### config.mk
export PLATFORM = sky130hd
export DESIGN_NAME = char_move_ctrl
export DESIGN_NICKNAME = d
export VERILOG_FILES = /design/src/rtl/game_pkg.sv /design/src/rtl/step_timer.sv /design/src/rtl/char_move_ctrl.sv
export SDC_FILE = /design/constraint.sdc
export NUM_CORES = 1
export LEC_CHECK = 0
export BUFFER_PORTS_ARGS = -buffer_cell sky130_fd_sc_hd__buf_2
export CAP_MARGIN = 20
export CELL_PAD_IN_SITES_DETAIL_PLACEMENT = 1
export CELL_PAD_IN_SITES_GLOBAL_PLACEMENT = 1
export CORE_MARGIN = 8
export CORE_UTILIZATION = 38
export DETAILED_ROUTE_END_ITERATION = 10
export GPL_TIMING_DRIVEN = 0
export PLACE_DENSITY = 0.63
export SYNTH_ARGS = -nofsm -noshare
export SYNTH_HDL_FRONTEND = slang
export SYNTH_SLANG_ARGS = --single-unit
export TNS_END_PERCENT = 1
### constraint.sdc
create_clock -name clk -period 4.48 [get_ports clk]
set_clock_uncertainty 0.1 [all_clocks]
set_input_delay 0.448 -clock clk [delete_from_list [all_inputs] [get_ports clk]]
set_output_delay 0.448 -clock clk [all_outputs]
set_load 0.02 [all_outputs]
### src/rtl/game_pkg.sv
// Shared types and constants for the character movement block: FSM state
// encoding, default screen size, counter width and sprite_control layout.
package game_pkg;

  localparam int SCREEN_W = 1024;
  localparam int SCREEN_H = 768;
  localparam int CNT_W    = 20;

  typedef enum logic [1:0] {
    IDLE    = 2'd0,
    MOVING  = 2'd1,
    JUMPING = 2'd2,
    FALLING = 2'd3
  } move_state_t;

  // sprite_control = {dir, air, idle, frame[3:0]}
  localparam int SC_DIR       = 6;
  localparam int SC_AIR       = 5;
  localparam int SC_IDLE      = 4;
  localparam int SC_FRAME_MSB = 3;
  localparam int SC_FRAME_LSB = 0;

  function automatic logic [6:0] pack_sprite(input logic dir, input logic air,
                                              input logic idle, input logic [3:0] frame);
    logic [6:0] s;
    s = '0;
    s[SC_DIR] = dir;
    s[SC_AIR] = air;
    s[SC_IDLE] = idle;
    s[SC_FRAME_MSB:SC_FRAME_LSB] = frame;
    return s;
  endfunction

endpackage

### src/rtl/step_timer.sv
// Free-running step divider: counts up every enabled cycle and issues a
// single-cycle step when the count reaches div, so steps are div+1 apart.
// clr restarts the count and suppresses a step in the same cycle.
module step_timer #(
  parameter int WIDTH = 20
) (
  input  logic             clk,
  input  logic             rst,
  input  logic             en,
  input  logic             clr,
  input  logic [WIDTH-1:0] div,
  output logic             step
);

  logic [WIDTH-1:0] cnt;

  assign step = en && !clr && (cnt >= div);

  // Counter: hold when disabled, restart on clear or on a step.
  always_ff @(posedge clk) begin
    if (rst) begin
      cnt <= '0;
    end else if (en) begin
      if (clr || step) cnt <= '0;
      else             cnt <= cnt + 1'b1;
    end
  end

endmodule

### src/rtl/char_move_ctrl.sv
// Platformer character movement: walk, variable-height jump with multi-jump,
// accelerating fall. Collision comes in from outside via ground_below and
// ceiling_above; positions are the registered top-left corner.
module char_move_ctrl #(
  parameter int SPAWN_X      = 500,
  parameter int CHAR_W       = 64,
  parameter int CHAR_H       = 64,
  parameter int SCREEN_W     = game_pkg::SCREEN_W,
  parameter int SCREEN_H     = game_pkg::SCREEN_H,
  parameter int SPAWN_Y      = SCREEN_H - 1 - CHAR_H,
  parameter int WALK_DIV     = 350_000,
  parameter int AIR_DIV      = 650_000,
  parameter int JUMP_HEIGHT  = 200,
  parameter int JUMP_DIV0    = 200_000,
  parameter int JUMP_DIV_MAX = 800_000,
  parameter int FALL_DIV0    = 800_000,
  parameter int FALL_DIV_MIN = 150_000,
  parameter int DIV_STEP     = 20_000,
  parameter int MAX_JUMPS    = 2,
  parameter int ANIM_FRAMES  = 8
) (
  input  logic                  clk,
  input  logic                  rst,
  input  logic                  respawn,
  input  logic                  over,
  input  logic                  left,
  input  logic                  right,
  input  logic                  jump,
  input  logic                  ground_below,
  input  logic                  ceiling_above,
  output logic [6:0]            sprite_control,
  output logic [9:0]            x,
  output logic [9:0]            y,
  output game_pkg::move_state_t state_dbg,
  output logic [1:0]            jumps_used_dbg
);

  import game_pkg::*;

  localparam logic [9:0]       FLOOR_C   = 10'(SCREEN_H - 1 - CHAR_H);
  localparam logic [9:0]       X_MAX_C   = 10'(SCREEN_W - CHAR_W);
  localparam logic [9:0]       SPAWN_X_C = 10'(SPAWN_X);
  localparam logic [9:0]       SPAWN_Y_C = 10'(SPAWN_Y);
  localparam logic [9:0]       JH_C      = 10'(JUMP_HEIGHT);
  localparam logic [9:0]       JH_SLOW_C = 10'(JUMP_HEIGHT - 25);
  localparam logic [1:0]       MAXJ_C    = 2'(MAX_JUMPS);
  localparam logic [3:0]       FR_LAST_C = 4'(ANIM_FRAMES - 1);
  localparam logic [CNT_W-1:0] WALK_C    = CNT_W'(WALK_DIV);
  localparam logic [CNT_W-1:0] AIR_C     = CNT_W'(AIR_DIV);
  localparam logic [CNT_W-1:0] JD0_C     = CNT_W'(JUMP_DIV0);
  localparam logic [CNT_W-1:0] JDMAX_C   = CNT_W'(JUMP_DIV_MAX);
  localparam logic [CNT_W-1:0] FD0_C     = CNT_W'(FALL_DIV0);
  localparam logic [CNT_W-1:0] FDMIN_C   = CNT_W'(FALL_DIV_MIN);
  localparam logic [CNT_W-1:0] DS_C      = CNT_W'(DIV_STEP);

  move_state_t      state, state_n;
  logic [9:0]       x_n, y_n, y_start, y_start_n, rise, x_move;
  logic             dir, dir_n, jump_d;
  logic [3:0]       frame, frame_n;
  logic [1:0]       jumps_used, jumps_n;
  logic [CNT_W-1:0] jump_div, jump_div_n, fall_div, fall_div_n, x_div, y_div;
  logic [6:0]       sprite_n;
  logic             grounded, jump_rise, dir_valid, dir_chg, t_clr, x_step, y_step;
  logic             air_n, idle_n;

  assign grounded  = ground_below || (y == FLOOR_C);
  assign jump_rise = jump && !jump_d;
  assign dir_valid = left ^ right;
  assign dir_chg   = dir_valid && (right != dir);
  assign rise      = y_start - y;
  assign x_move    = right ? ((x >= X_MAX_C) ? X_MAX_C : x + 10'd1)
                           : ((x == 10'd0)   ? 10'd0   : x - 10'd1);

  // Timers restart whenever the state or facing direction changes.
  assign t_clr = respawn || (state_n != state) || dir_chg;
  assign x_div = ((state == JUMPING) || (state == FALLING)) ? AIR_C : WALK_C;
  assign y_div = (state == JUMPING) ? jump_div : fall_div;

  step_timer #(.WIDTH(CNT_W)) u_x_timer (
    .clk(clk), .rst(rst), .en(!over), .clr(t_clr), .div(x_div), .step(x_step)
  );

  step_timer #(.WIDTH(CNT_W)) u_y_timer (
    .clk(clk), .rst(rst), .en(!over), .clr(t_clr), .div(y_div), .step(y_step)
  );

  // Next-state selection; respawn overrides, unknown encodings fall back to IDLE.
  always_comb begin
    state_n = state;
    if (respawn) begin
      state_n = IDLE;
    end else begin
      case (state)
        IDLE: begin
          if (!grounded)      state_n = FALLING;
          else if (jump_rise) state_n = JUMPING;
          else if (dir_valid) state_n = MOVING;
        end
        MOVING: begin
          if (!dir_valid)     state_n = IDLE;
          else if (jump_rise) state_n = JUMPING;
          else if (!grounded) state_n = FALLING;
        end
        JUMPING: begin
          if ((rise >= JH_C) || ceiling_above || (y == 10'd0) || !jump)
            state_n = FALLING;
        end
        FALLING: begin
          if (grounded)                                state_n = IDLE;
          else if (jump_rise && (jumps_used < MAXJ_C)) state_n = JUMPING;
        end
        default: state_n = IDLE;
      endcase
    end
  end

  // Datapath: position, animation, jump bookkeeping and divisor ramps.
  always_comb begin
    x_n        = x;
    y_n        = y;
    dir_n      = dir_valid ? right : dir;
    frame_n    = frame;
    jumps_n    = jumps_used;
    y_start_n  = y_start;
    jump_div_n = jump_div;
    fall_div_n = fall_div;
    if (respawn) begin
      x_n       = SPAWN_X_C;
      y_n       = SPAWN_Y_C;
      dir_n     = 1'b1;
      frame_n   = 4'd0;
      jumps_n   = 2'd0;
      y_start_n = 10'd0;
    end else begin
      case (state)
        IDLE: ;
        MOVING: begin
          if (x_step) begin
            x_n = x_move;
            if (x[2:0] == 3'd0) frame_n = (frame >= FR_LAST_C) ? 4'd0 : frame + 4'd1;
          end
        end
        JUMPING, FALLING: begin
          if (x_step && dir_valid) x_n = x_move;
        end
        default: begin
          dir_n   = 1'b1;
          frame_n = 4'd0;
          jumps_n = 2'd0;
        end
      endcase
      // Launching a jump takes the first pixel of rise immediately.
      if ((state_n == JUMPING) && (state != JUMPING)) begin
        y_start_n  = y;
        jump_div_n = JD0_C;
        jumps_n    = jumps_used + 2'd1;
        y_n        = (y == 10'd0) ? 10'd0 : y - 10'd1;
      end else if ((state_n == FALLING) && (state != FALLING)) begin
        fall_div_n = FD0_C;
      end else if ((state == JUMPING) && y_step) begin
        y_n = (y == 10'd0) ? 10'd0 : y - 10'd1;
        if (rise >= JH_SLOW_C)
          jump_div_n = (jump_div >= JDMAX_C - DS_C) ? JDMAX_C : jump_div + DS_C;
      end else if ((state == FALLING) && y_step) begin
        y_n        = (y >= FLOOR_C) ? FLOOR_C : y + 10'd1;
        fall_div_n = (fall_div <= FDMIN_C + DS_C) ? FDMIN_C : fall_div - DS_C;
      end
      if ((state == FALLING) && (state_n == IDLE)) jumps_n = 2'd0;
    end
  end

  assign air_n    = (state_n == JUMPING) || (state_n == FALLING);
  assign idle_n   = (state_n == IDLE);
  assign sprite_n = pack_sprite(dir_n, air_n, idle_n, idle_n ? 4'd0 : frame_n);

  // State and datapath registers; game over freezes everything.
  always_ff @(posedge clk) begin
    if (rst) begin
      state          <= IDLE;
      x              <= SPAWN_X_C;
      y              <= SPAWN_Y_C;
      dir            <= 1'b0;
      frame          <= 4'd0;
      jumps_used     <= 2'd0;
      jump_d         <= 1'b0;
      y_start        <= 10'd0;
      jump_div       <= '0;
      fall_div       <= '0;
      sprite_control <= 7'd0;
    end else if (!over) begin
      state          <= state_n;
      x              <= x_n;
      y              <= y_n;
      dir            <= dir_n;
      frame          <= frame_n;
      jumps_used     <= jumps_n;
      jump_d         <= jump;
      y_start        <= y_start_n;
      jump_div       <= jump_div_n;
      fall_div       <= fall_div_n;
      sprite_control <= sprite_n;
    end
  end

  assign state_dbg      = state;
  assign jumps_used_dbg = jumps_used;

endmodule

==> results of run 1 <==
[layout make-up]
class / instances / area (sq um) / share of cell area [%]
Inverter: 39 / 146 / 1.60
Buffer: 48 / 225 / 2.46
Clock inverter: 15 / 180 / 1.97
Clock buffer: 17 / 425 / 4.65
Tap cell: 275 / 344 / 3.76
Sequential cell: 117 / 2340 / 25.6
Timing Repair Buffer: 39 / 198 / 2.16
Multi-Input combinational cell: 788 / 5290 / 57.8
[state kept, by name (all words and copies together) (netlist names)]
| register | cells |
|---|---|
| jump_d | 1 |
| sprite_control | 7 |
| u_y_timer.cnt | 20 |
| u_x_timer.cnt | 20 |
| x | 10 |
| y_start | 10 |
| state_dbg | 2 |
| jump_div | 15 |
| jumps_used_dbg | 2 |
| y | 10 |
| fall_div | 16 |
| frame | 4 |
[path summary, 6_finish.rpt]
path	slack (ns)	endpoint	startpoint
worst max-delay path	0.29	fall_div[11]	y[0]
worst min-delay path	0.22	jump_d	jump
worst max register to register	0.29	fall_div[11]	y[0]
worst min register to register	0.38	sprite_control[0]	sprite_control[0]
[tightest hold or removal path, cell delays in order]
cell,delay [ns]
buf_2,0.12
mux2i_1,0.07
nor2_1,0.07
[layer usage]
| layer | wire length (um) | vias up |
|---|---|---|
| met5 | 0 | - |
| met4 | 197 | 0 |
| met3 | 734 | 15 |
| met2 | 11700 | 90 |
| met1 | 12500 | 3668 |
| li1 | - | 3744 |
[cells by family (layout without fill, tap and decap cells)]
kind of cell / Yosys count / in the layout / synth area share [%]
simple gates: 396 / 396 / 25.5
compound gates: 277 / 277 / 25.4
flops: 117 / 117 / 29.3
buf+inv: 87 / 158 / 4.60
xor+xnor: 50 / 50 / 5.48
fa+ha+maj: 46 / 46 / 7.30
mux: 19 / 19 / 2.43
[layout by cell type (no fill, tap or decap), drive strengths merged, types with 7 or more instances in the layout]
master  Yosys  layout
a211oi     15      15
and2       13      13
o31ai       8       8
inv        39      49
and3       18      18
nand2      93      93
a22oi      24      24
nor3       28      28
xnor2      19      19
a21oi      76      76
nor4       11      11
a311oi      9       9
xor2       31      31
dfxtp     117     117
nand2b     10      10
nand4      15      15
nor3b       7       7
buf        16      55
mux2i      16      16
clkbuf     32      49
ha         45      45
nor2      135     135
o211ai      9       9
o21a        9       9
o21ai      57      57
nand3      33      33
a21o        8       8
[what timing repair did]
item	CTS	global route
setup endpoints to repair	51	41
resized for setup	3	6
pin swaps	1	0
buffers inserted	1	0
[power by group]
| group | switching (mW) | total (mW) | leakage, nW | internal (mW) |
|---|---|---|---|---|
| registers | 0.0309 | 1.10 | 0.945 | 1.07 |
| clock network | 0.602 | 1.45 | 0.290 | 0.844 |
| logic | 0.415 | 0.620 | 2.22 | 0.205 |
==> results.yml, run 1 <==
logic_synthesis:
  synthTopCellsByArea: "dfxtp_1, ha_1, nor2_1, a21oi_1, nand2_1"
  synth_most_common_cell: "nor2_1"
  yosys_warnings: 0
  avgSynthCellArea_sq_um: 8.06
  synth_edf_count: 0
  syn_area_sq_um: 7990
  synth_top_area_share_pct: 29.3
  ys_seq_area_share_pct: 29.3
  synth_top_area_cell: "dfxtp_1"
  syn_nets: 1047
  yosys_register_bits: 117
  synth_common_cells: "nor2_1, dfxtp_1, nand2_1"
  ys_types: 99
  synth_ff_type: "dfxtp_1"
  synthCells: 992
  async_flop_share_pct: 0
route:
  ant_nets: 0
  drtIter0Drc: 369
  vias: 7517
  totalWireLength_um: 25200
  drtPass1Iterations: 5
  via_per_inst: 5.62
  post_drt_wl_per_cell_um: 18.8
  drc: 0
timing:
  fin_crit_sh_pct: 93.6
  maxSlewViolCount: 0
  period_minus_slack_ns: 4.19
  tightest_slew_ns: 0.887
  final-hold-violation-count: 0
  max_slew_margin_pct: 40.8
  setup_viol: 0
  rsz0062_at_grt: "no"
  fin_hold_ws_ns: 0.216
  clock.fmax_mhz: 239
  setup_tns_ns: 0
  layout_setup_ws_ns: 0.289
layout:
  layout-area-overhead-vs-synth_pct: 14.6
  stdcell_count: 1338
  post-route-util_pct: 44.0
  final_area_sq_um: 9160
  nets: 1105
  n_fill_cell: 2560
  diodes: 0
  drive_gt1_share_pct: 13.5
place:
  port_buffers: 38
  dpl_cell_area_sq_um: 8530
  post-place-ws_ns: -0.898
  dp_cells: 1305
  gp_congestion: 0.831
  hpwlAfterDp_um: 18700
setup_path:
  slowest_stage: "dfxtp_1"
  r2r_cells: 13
  crit_chain: "ha_1 -> inv_1 -> fa_1 -> a211oi_2 -> mux2_1 -> a211oi_1 -> o211a_1 -> o31ai_4 -> a21oi_1 -> clkbuf_1 -> nand2_1 -> nand2_1 -> a311oi_1"
  critPathTopFamily: "compound AO/OA/AOI/OAI gates"
  cp.arrival_ns: 4.38
  cp.required_ns: 4.67
  end_kind: "register"
  setup.worst_path.start_class: "register"
  cpMostUsedCell: "nand2_1"
  cp_num_cells: 13
  cp_max_fo: 10
  slowest_delay_ns: 0.52
  path_buf_inv: 2
  crit_type: "reg2reg"
global_routing:
  grt_pass1_wl_um: 41200
  met1_usage_pct: 26.5
  grt_max_degree: 17
  grt.total_usage_pct: 19.6
  antenna_found_initial: 0
  gr-total-overflow: 0
  met3_usage_pct: 3.72
  busiest_layer: "met2"
  grt_pass1_vias: 7517
  grt_use_met2_pct: 31.9
clocking:
  cts_sinks: 117
  htree_levels: 4
  insertion_delay_ns: 0.43
  cts_root_buffer: "clkbuf_16"
  clockBufferDepth: 2
  ctsHoldBuffers: 0
  clkTransAtPathRegs_ns: 0.06
  cts-buffers-inserted: 17
  cts_tree: "built"
floorplan:
  die_x_um: 161
  core_sq_um: 20800
  start_util_pct: 38.4
  io_pins: 40
  rows: 53
  die_h_um: 161
  die-area_sq_um: 25900
pwr:
  leakage_nw: 3.46
  power_density_nw_per_um2: 345
  finalPower_mw: 3.16
  peakVddDrop_mv: 0.214
worst_hold_path:
  min_path_type: "in2reg"
  min_path_cells: 3
job:
  drv_cap: 0
run_status:
  status: "completed"
Note: power is estimated with default switching activity, not from simulation.
==> inputs of run 2 (changes only) <==
PLACE_DENSITY = 0.64   (was 0.63)
SYNTH_HIERARCHICAL = 1   (was default)
==> results.yml, run 2 <==
pwr:
  peakVddDrop_mv: 0.182
  power_density_nw_per_um2: 294
  finalPower_mw: 3.06
  leakage_nw: 3.87
setup_path:
  r2r-end: "y[9]"
  reg2reg_slack_ns: 0.1
  critical_path.endpoint: "y[9]"
  startpoint: "y[4]"
  slowest_stage: "or4_4"
  path_buf_inv: 4
  crit_type: "reg2reg"
  cp.arrival_ns: 4.59
  end_kind: "register"
  r2r_start: "y[4]"
  slowest_delay_ns: 0.49
  cp_num_cells: 19
  cp.required_ns: 4.69
  setup.worst_path.start_class: "register"
  cp_max_fo: 10
  critPathTopFamily: "simple AND/OR/NAND/NOR gates"
  crit_chain: "inv_2 -> ha_1 -> buf_6 -> a21oi_4 -> nand2_2 -> or3_1 -> o211ai_1 -> a41oi_2 -> buf_4 -> a31oi_4 -> xnor2_1 -> o211ai_1 -> inv_2 -> and3_4 -> nand2_2 -> o31a_1 -> or4_4 -> or3_1 -> a221o_1"
  r2r_cells: 19
logic_synthesis:
  synth_ff_type: "dfxtp_1"
  synth_top_area_share_pct: 26.8
  avgSynthCellArea_sq_um: 7.75
  syn_area_sq_um: 8750
  synth_most_common_cell: "dfxtp_1"
  async_flop_share_pct: 0
  synth_common_cells: "dfxtp_1, nand2_1, nor2_1"
  synth_top_area_cell: "dfxtp_1"
  yosys_register_bits: 117
  synthTopCellsByArea: "dfxtp_1, ha_1, a21oi_1, nand2_1, nor2_1"
  ys_seq_area_share_pct: 26.8
  yosys_warnings: 6
  ys_types: 78
  synth_edf_count: 0
  synthCells: 1129
floorplan:
  start_util_pct: 38.6
  core_sq_um: 22600
  io_pins: 40
  die-area_sq_um: 28100
  die_h_um: 168
  die_x_um: 168
  rows: 55
timing:
  rsz0062_at_grt: "yes"
  fin_hold_ws_ns: 0.253
  max_slew_margin_pct: 36.3
  layout_setup_ws_ns: 0.0963
  setup_tns_ns: 0
  tightest_slew_ns: 0.953
  period_minus_slack_ns: 4.38
  clock.fmax_mhz: 228
  setup_viol: 0
  fin_crit_sh_pct: 97.9
  maxSlewViolCount: 0
  final-hold-violation-count: 0
layout:
  nets: 1299
  mostFrequentLayoutCell: "dfxtp_1"
  diodes: 0
  top_regs: "u_x_timer/cnt (20), u_y_timer/cnt (20), fall_div (16)"
  post-route-util_pct: 46.0
  drive_gt1_share_pct: 15.9
  layout-area-overhead-vs-synth_pct: 19.1
  mostFrequentLayoutCells: "dfxtp_1, nand2_1, nor2_1"
global_routing:
  grt_max_degree: 23
  grt_pass1_vias: 9021
  grt.total_usage_pct: 21.7
  grt_pass1_wl_um: 49500
  gr-total-overflow: 0
  antenna_found_initial: 0
run_status:
  status: "completed"
clocking:
  clockBufferDepth: 2
  insertion_delay_ns: 0.43
  ctsHoldBuffers: 0
  cts_tree: "built"
  clkTransAtPathRegs_ns: 0.06
  cts_root_buffer: "clkbuf_16"
  htree_levels: 4
  cts_sinks: 117
  cts-buffers-inserted: 17
place:
  gp_congestion: 0.830
  post-place-ws_ns: -1.35
  hpwlAfterDp_um: 22100
  port_buffers: 39
route:
  drtPass1Iterations: 5
  via_per_inst: 5.88
  drc: 0
  vias: 8990
  totalWireLength_um: 30600
  drtIter0Drc: 495
  post_drt_wl_per_cell_um: 20.0
  ant_nets: 0
job:
  drv_cap: 0
worst_hold_path:
  min_path_type: "in2reg"
## run 2: cell count changes in the layout (fill, tap and decap cells not counted), sizes merged, moves of 13 or more
| cell | before | now |
|---|---|---|
| conb | 0 | 16 |
| inv | 49 | 80 |
| nor2 | 135 | 95 |
| buf | 55 | 84 |
| a211oi | 15 | 42 |
| ha | 45 | 59 |
| clkbuf | 49 | 64 |
| a22oi | 24 | 11 |
| o21ai | 57 | 71 |
| xor2 | 31 | 18 |
## run 2: logic make-up (layout without fill, tap and decap cells)
kind of cell	count (synthesis)	count (layout)	synth area share, %
AO/OA/AOI/OAI	344	344	28.6
XOR/XNOR	49	49	4.90
adder cells (fa/ha/maj)	60	60	8.67
buffers and inverters	142	242	6.59
flip-flops	117	117	26.8
multiplexers	4	4	0.458
other	2	16	0.0858
AND/OR/NAND/NOR	411	411	24.0
## run 2: final cells by class
| class | count | area [sq um] |
|---|---|---|
| multi-input cells | 884 | 6080 |
| clock inverters | 12 | 128 |
| well taps | 285 | 357 |
| repair buffers | 71 | 438 |
| inverters | 81 | 308 |
| flip-flops and latches | 117 | 2350 |
| fillers | 2796 | 12200 |
| clock buffers | 20 | 467 |
| plain buffers | 58 | 285 |
## run 2: repair_timing
item | CTS | global route
setup endpoints to repair | 59 | 56
buffers inserted | 20 | 11
resized for setup | 35 | 41
pin swaps | 7 | 11
## run 2: through the flow
stage               std cells  instance area (sq um)
finish                   1528                  10400
global placement         1467                   9360
global route             1528                  10400
floorplan                1143                   8810
CTS                      1518                  10200
detailed placement       1468                   9370
## run 2: per-layer routing
layer	vias to the layer above	global-route usage, %	part of all wire, %
li1	4353	-	-
met1	4428	29.6	48
met2	180	34.5	46
met3	29	4.21	4.4
met4	0	5.43	1.3
met5	-	0	0
## run 2: power breakdown
| group | switching, mW | internal (mW) | leakage (nW) |
|---|---|---|---|
| clock | 0.548 | 0.860 | 0.284 |
| sequential | 0.0262 | 1.06 | 0.944 |
| combinational | 0.372 | 0.193 | 2.64 |
## run 2: worst min path at each step
stage	from	to	slack, ns	cells past startpoint
floorplan	jump_div[18]	jump_div[18]	0.37	2
global placement	sprite_control[2]	sprite_control[2]	0.35	2
detailed placement	sprite_control[2]	sprite_control[2]	0.36	2
CTS	jump	jump_d	0.24	3
global route	jump	jump_d	0.25	3
finish	jump	jump_d	0.25	3
## run 2: worst reg2reg max path, cell delays in order (launching register included)
cell	delay, ns
dfxtp_4	0.40
inv_2	0.08
ha_1	0.31
buf_6	0.15
a21oi_4	0.15
nand2_2	0.08
or3_1	0.35
o211ai_1	0.16
a41oi_2	0.15
buf_4	0.18
a31oi_4	0.18
xnor2_1	0.14
o211ai_1	0.17
inv_2	0.10
and3_4	0.22
nand2_2	0.07
o31a_1	0.14
or4_4	0.49
or3_1	0.32
a221o_1	0.30
==> inputs of run 3 (changes only) <==
CELL_PAD_IN_SITES_DETAIL_PLACEMENT = default   (was 1)
CELL_PAD_IN_SITES_GLOBAL_PLACEMENT = default   (was 1)
PLACE_DENSITY = 0.5   (was 0.64)
SKIP_LAST_GASP = 1   (was default)
==> results.yml, run 3 (synthesized netlist as in run 2, its figures left out) <==
timing:
  layout_setup_ws_ns: 0.123
  rsz0062_at_grt: "yes"
  maxSlewViolCount: 0
  max_slew_margin_pct: 44.5
  tightest_slew_ns: 0.821
  final-hold-violation-count: 0
  clock.fmax_mhz: 230
  setup_viol: 0
  fin_crit_sh_pct: 97.3
  period_minus_slack_ns: 4.36
  fin_hold_ws_ns: 0.262
clocking:
  cts_sinks: 117
  ctsHoldBuffers: 0
  cts_tree: "built"
  cts_root_buffer: "clkbuf_16"
  insertion_delay_ns: 0.42
  cts-buffers-inserted: 17
  clockBufferDepth: 2
  clkTransAtPathRegs_ns: 0.06
  htree_levels: 4
setup_path:
  crit_type: "reg2reg"
  setup.worst_path.start_class: "register"
  r2r_start: "y[4]"
  cp.arrival_ns: 4.57
  r2r-end: "y[9]"
  r2r_cells: 19
  reg2reg_slack_ns: 0.12
  end_kind: "register"
  cp_max_fo: 10
  cp.required_ns: 4.69
route:
  ant_nets: 0
  vias: 8756
  drtPass1Iterations: 5
  dr_wl_met3_um: 1550
  via_per_inst: 5.78
  drc: 0
  post_drt_wl_per_cell_um: 18.4
  wl_met1_um: 13600
  top_layer_used: "met4"
  wl_met2_um: 12300
  drtIter0Drc: 559
  totalWireLength_um: 27800
place:
  port_buffers: 39
  gp_congestion: 0.835
  hpwlAfterDp_um: 20200
  dpl_cell_area_sq_um: 9370
  post-place-ws_ns: -1.10
worst_hold_path:
  min_path_cells: 3
  hp-start: "jump"
  min_path_type: "in2reg"
  worst_hold_path.endpoint: "jump_d"
floorplan:
  start_util_pct: 38.6
  die_h_um: 168
  core_sq_um: 22600
  io_pins: 40
  rows: 55
  die-area_sq_um: 28100
  die_x_um: 168
global_routing:
  antenna_found_initial: 0
  grt_max_degree: 23
  grt_pass1_wl_um: 45500
  gr-total-overflow: 0
  grt_pass1_vias: 8289
  grt.total_usage_pct: 19.8
pwr:
  peakVddDrop_mv: 0.212
  power_density_nw_per_um2: 296
  leakage_nw: 3.81
job:
  drv_cap: 0
run_status:
  status: "completed"
layout:
  mostFrequentLayoutCells: "dfxtp_1, nand2_1, nor2_1"
  diodes: 0
  final_area_sq_um: 10300
  drive_gt1_share_pct: 14.7
  post-route-util_pct: 45.7
  top_regs: "u_x_timer/cnt (20), u_y_timer/cnt (20), fall_div (16)"
  layout-area-overhead-vs-synth_pct: 18.2
  mostFrequentLayoutCell: "dfxtp_1"
  nets: 1287
[run 3: changes by cell type in the layout (fill, tap and decap cells not counted), moves of 2 or more]
cell / change
buf_4: -12
a21oi_1: +2
clkbuf_2: +2
inv_2: -2
nand2_2: -2
nor2b_2: +2
nor2b_4: -2
[run 3: where the power goes]
part	switching, mW	internal (mW)	leakage [nW]
Clock	0.539	0.903	0.288
Sequential	0.0254	1.06	0.944
Combinational	0.356	0.178	2.57
[run 3: how the worst max path moves through the flow]
stage	start	endpoint	slack [ns]	cells after the start
after floorplan	y[1]	y[9]	0.02	17
after global placement	y[4]	jump_div[17]	-1.14	19
after detailed placement	y[4]	jump_div[11]	-1.10	19
after CTS	y[4]	y[9]	-0.02	18
after global routing	y[4]	y[5]	-0.08	20
final	y[4]	y[9]	0.12	19
[run 3: final cells by class]
class | instances | area, sq um
clock inverter | 12 | 153
clock buffer | 20 | 457
multi-input combinational | 884 | 6080
fill | 2317 | 12300
timing repair buffer | 59 | 349
sequential | 117 | 2350
inverter | 81 | 312
tap | 285 | 357
buffer | 58 | 283
[run 3: timing repair]
| item | 4_1_cts | 5_1_grt |
|---|---|---|
| buffers inserted | 8 | 11 |
| resized for setup | 31 | 39 |
| endpoints found under the setup margin | 59 | 55 |
| pin swaps | 7 | 9 |
[run 3: metrics by stage]
stage / power, mW / instances / setup TNS, ns
after global routing: 3.19 / 1516 / -0.539
final: 3.06 / 1516 / 0
after detailed placement: 1.60 / 1468 / -43.05
after global placement: 1.60 / 1467 / -43.81
after CTS: 3.06 / 1506 / -0.0182
after floorplan: 1.45 / 1143 / 0
[run 3: per-layer routing]
metal | vias to the layer above | GRT usage (%)
li1 | 4344 | -
met1 | 4139 | 28.1
met2 | 243 | 30.2
met3 | 30 | 3.97
met4 | 0 | 4.54
met5 | - | 0
[run 3: worst max-delay path, cell delays in order (launching register included)]
cell and delay (ns):
dfxtp_4 0.38, inv_1 0.09, ha_1 0.31, buf_6 0.15
a21oi_4 0.18, nand2_4 0.09, or3_1 0.37, o211ai_1 0.16
a41oi_2 0.15, buf_4 0.18, a31oi_4 0.15, xnor2_1 0.14
o211ai_1 0.16, inv_2 0.09, and3_4 0.22, nand2_1 0.09
o31a_1 0.16, or4_4 0.50, or3_1 0.31, a221o_1 0.29
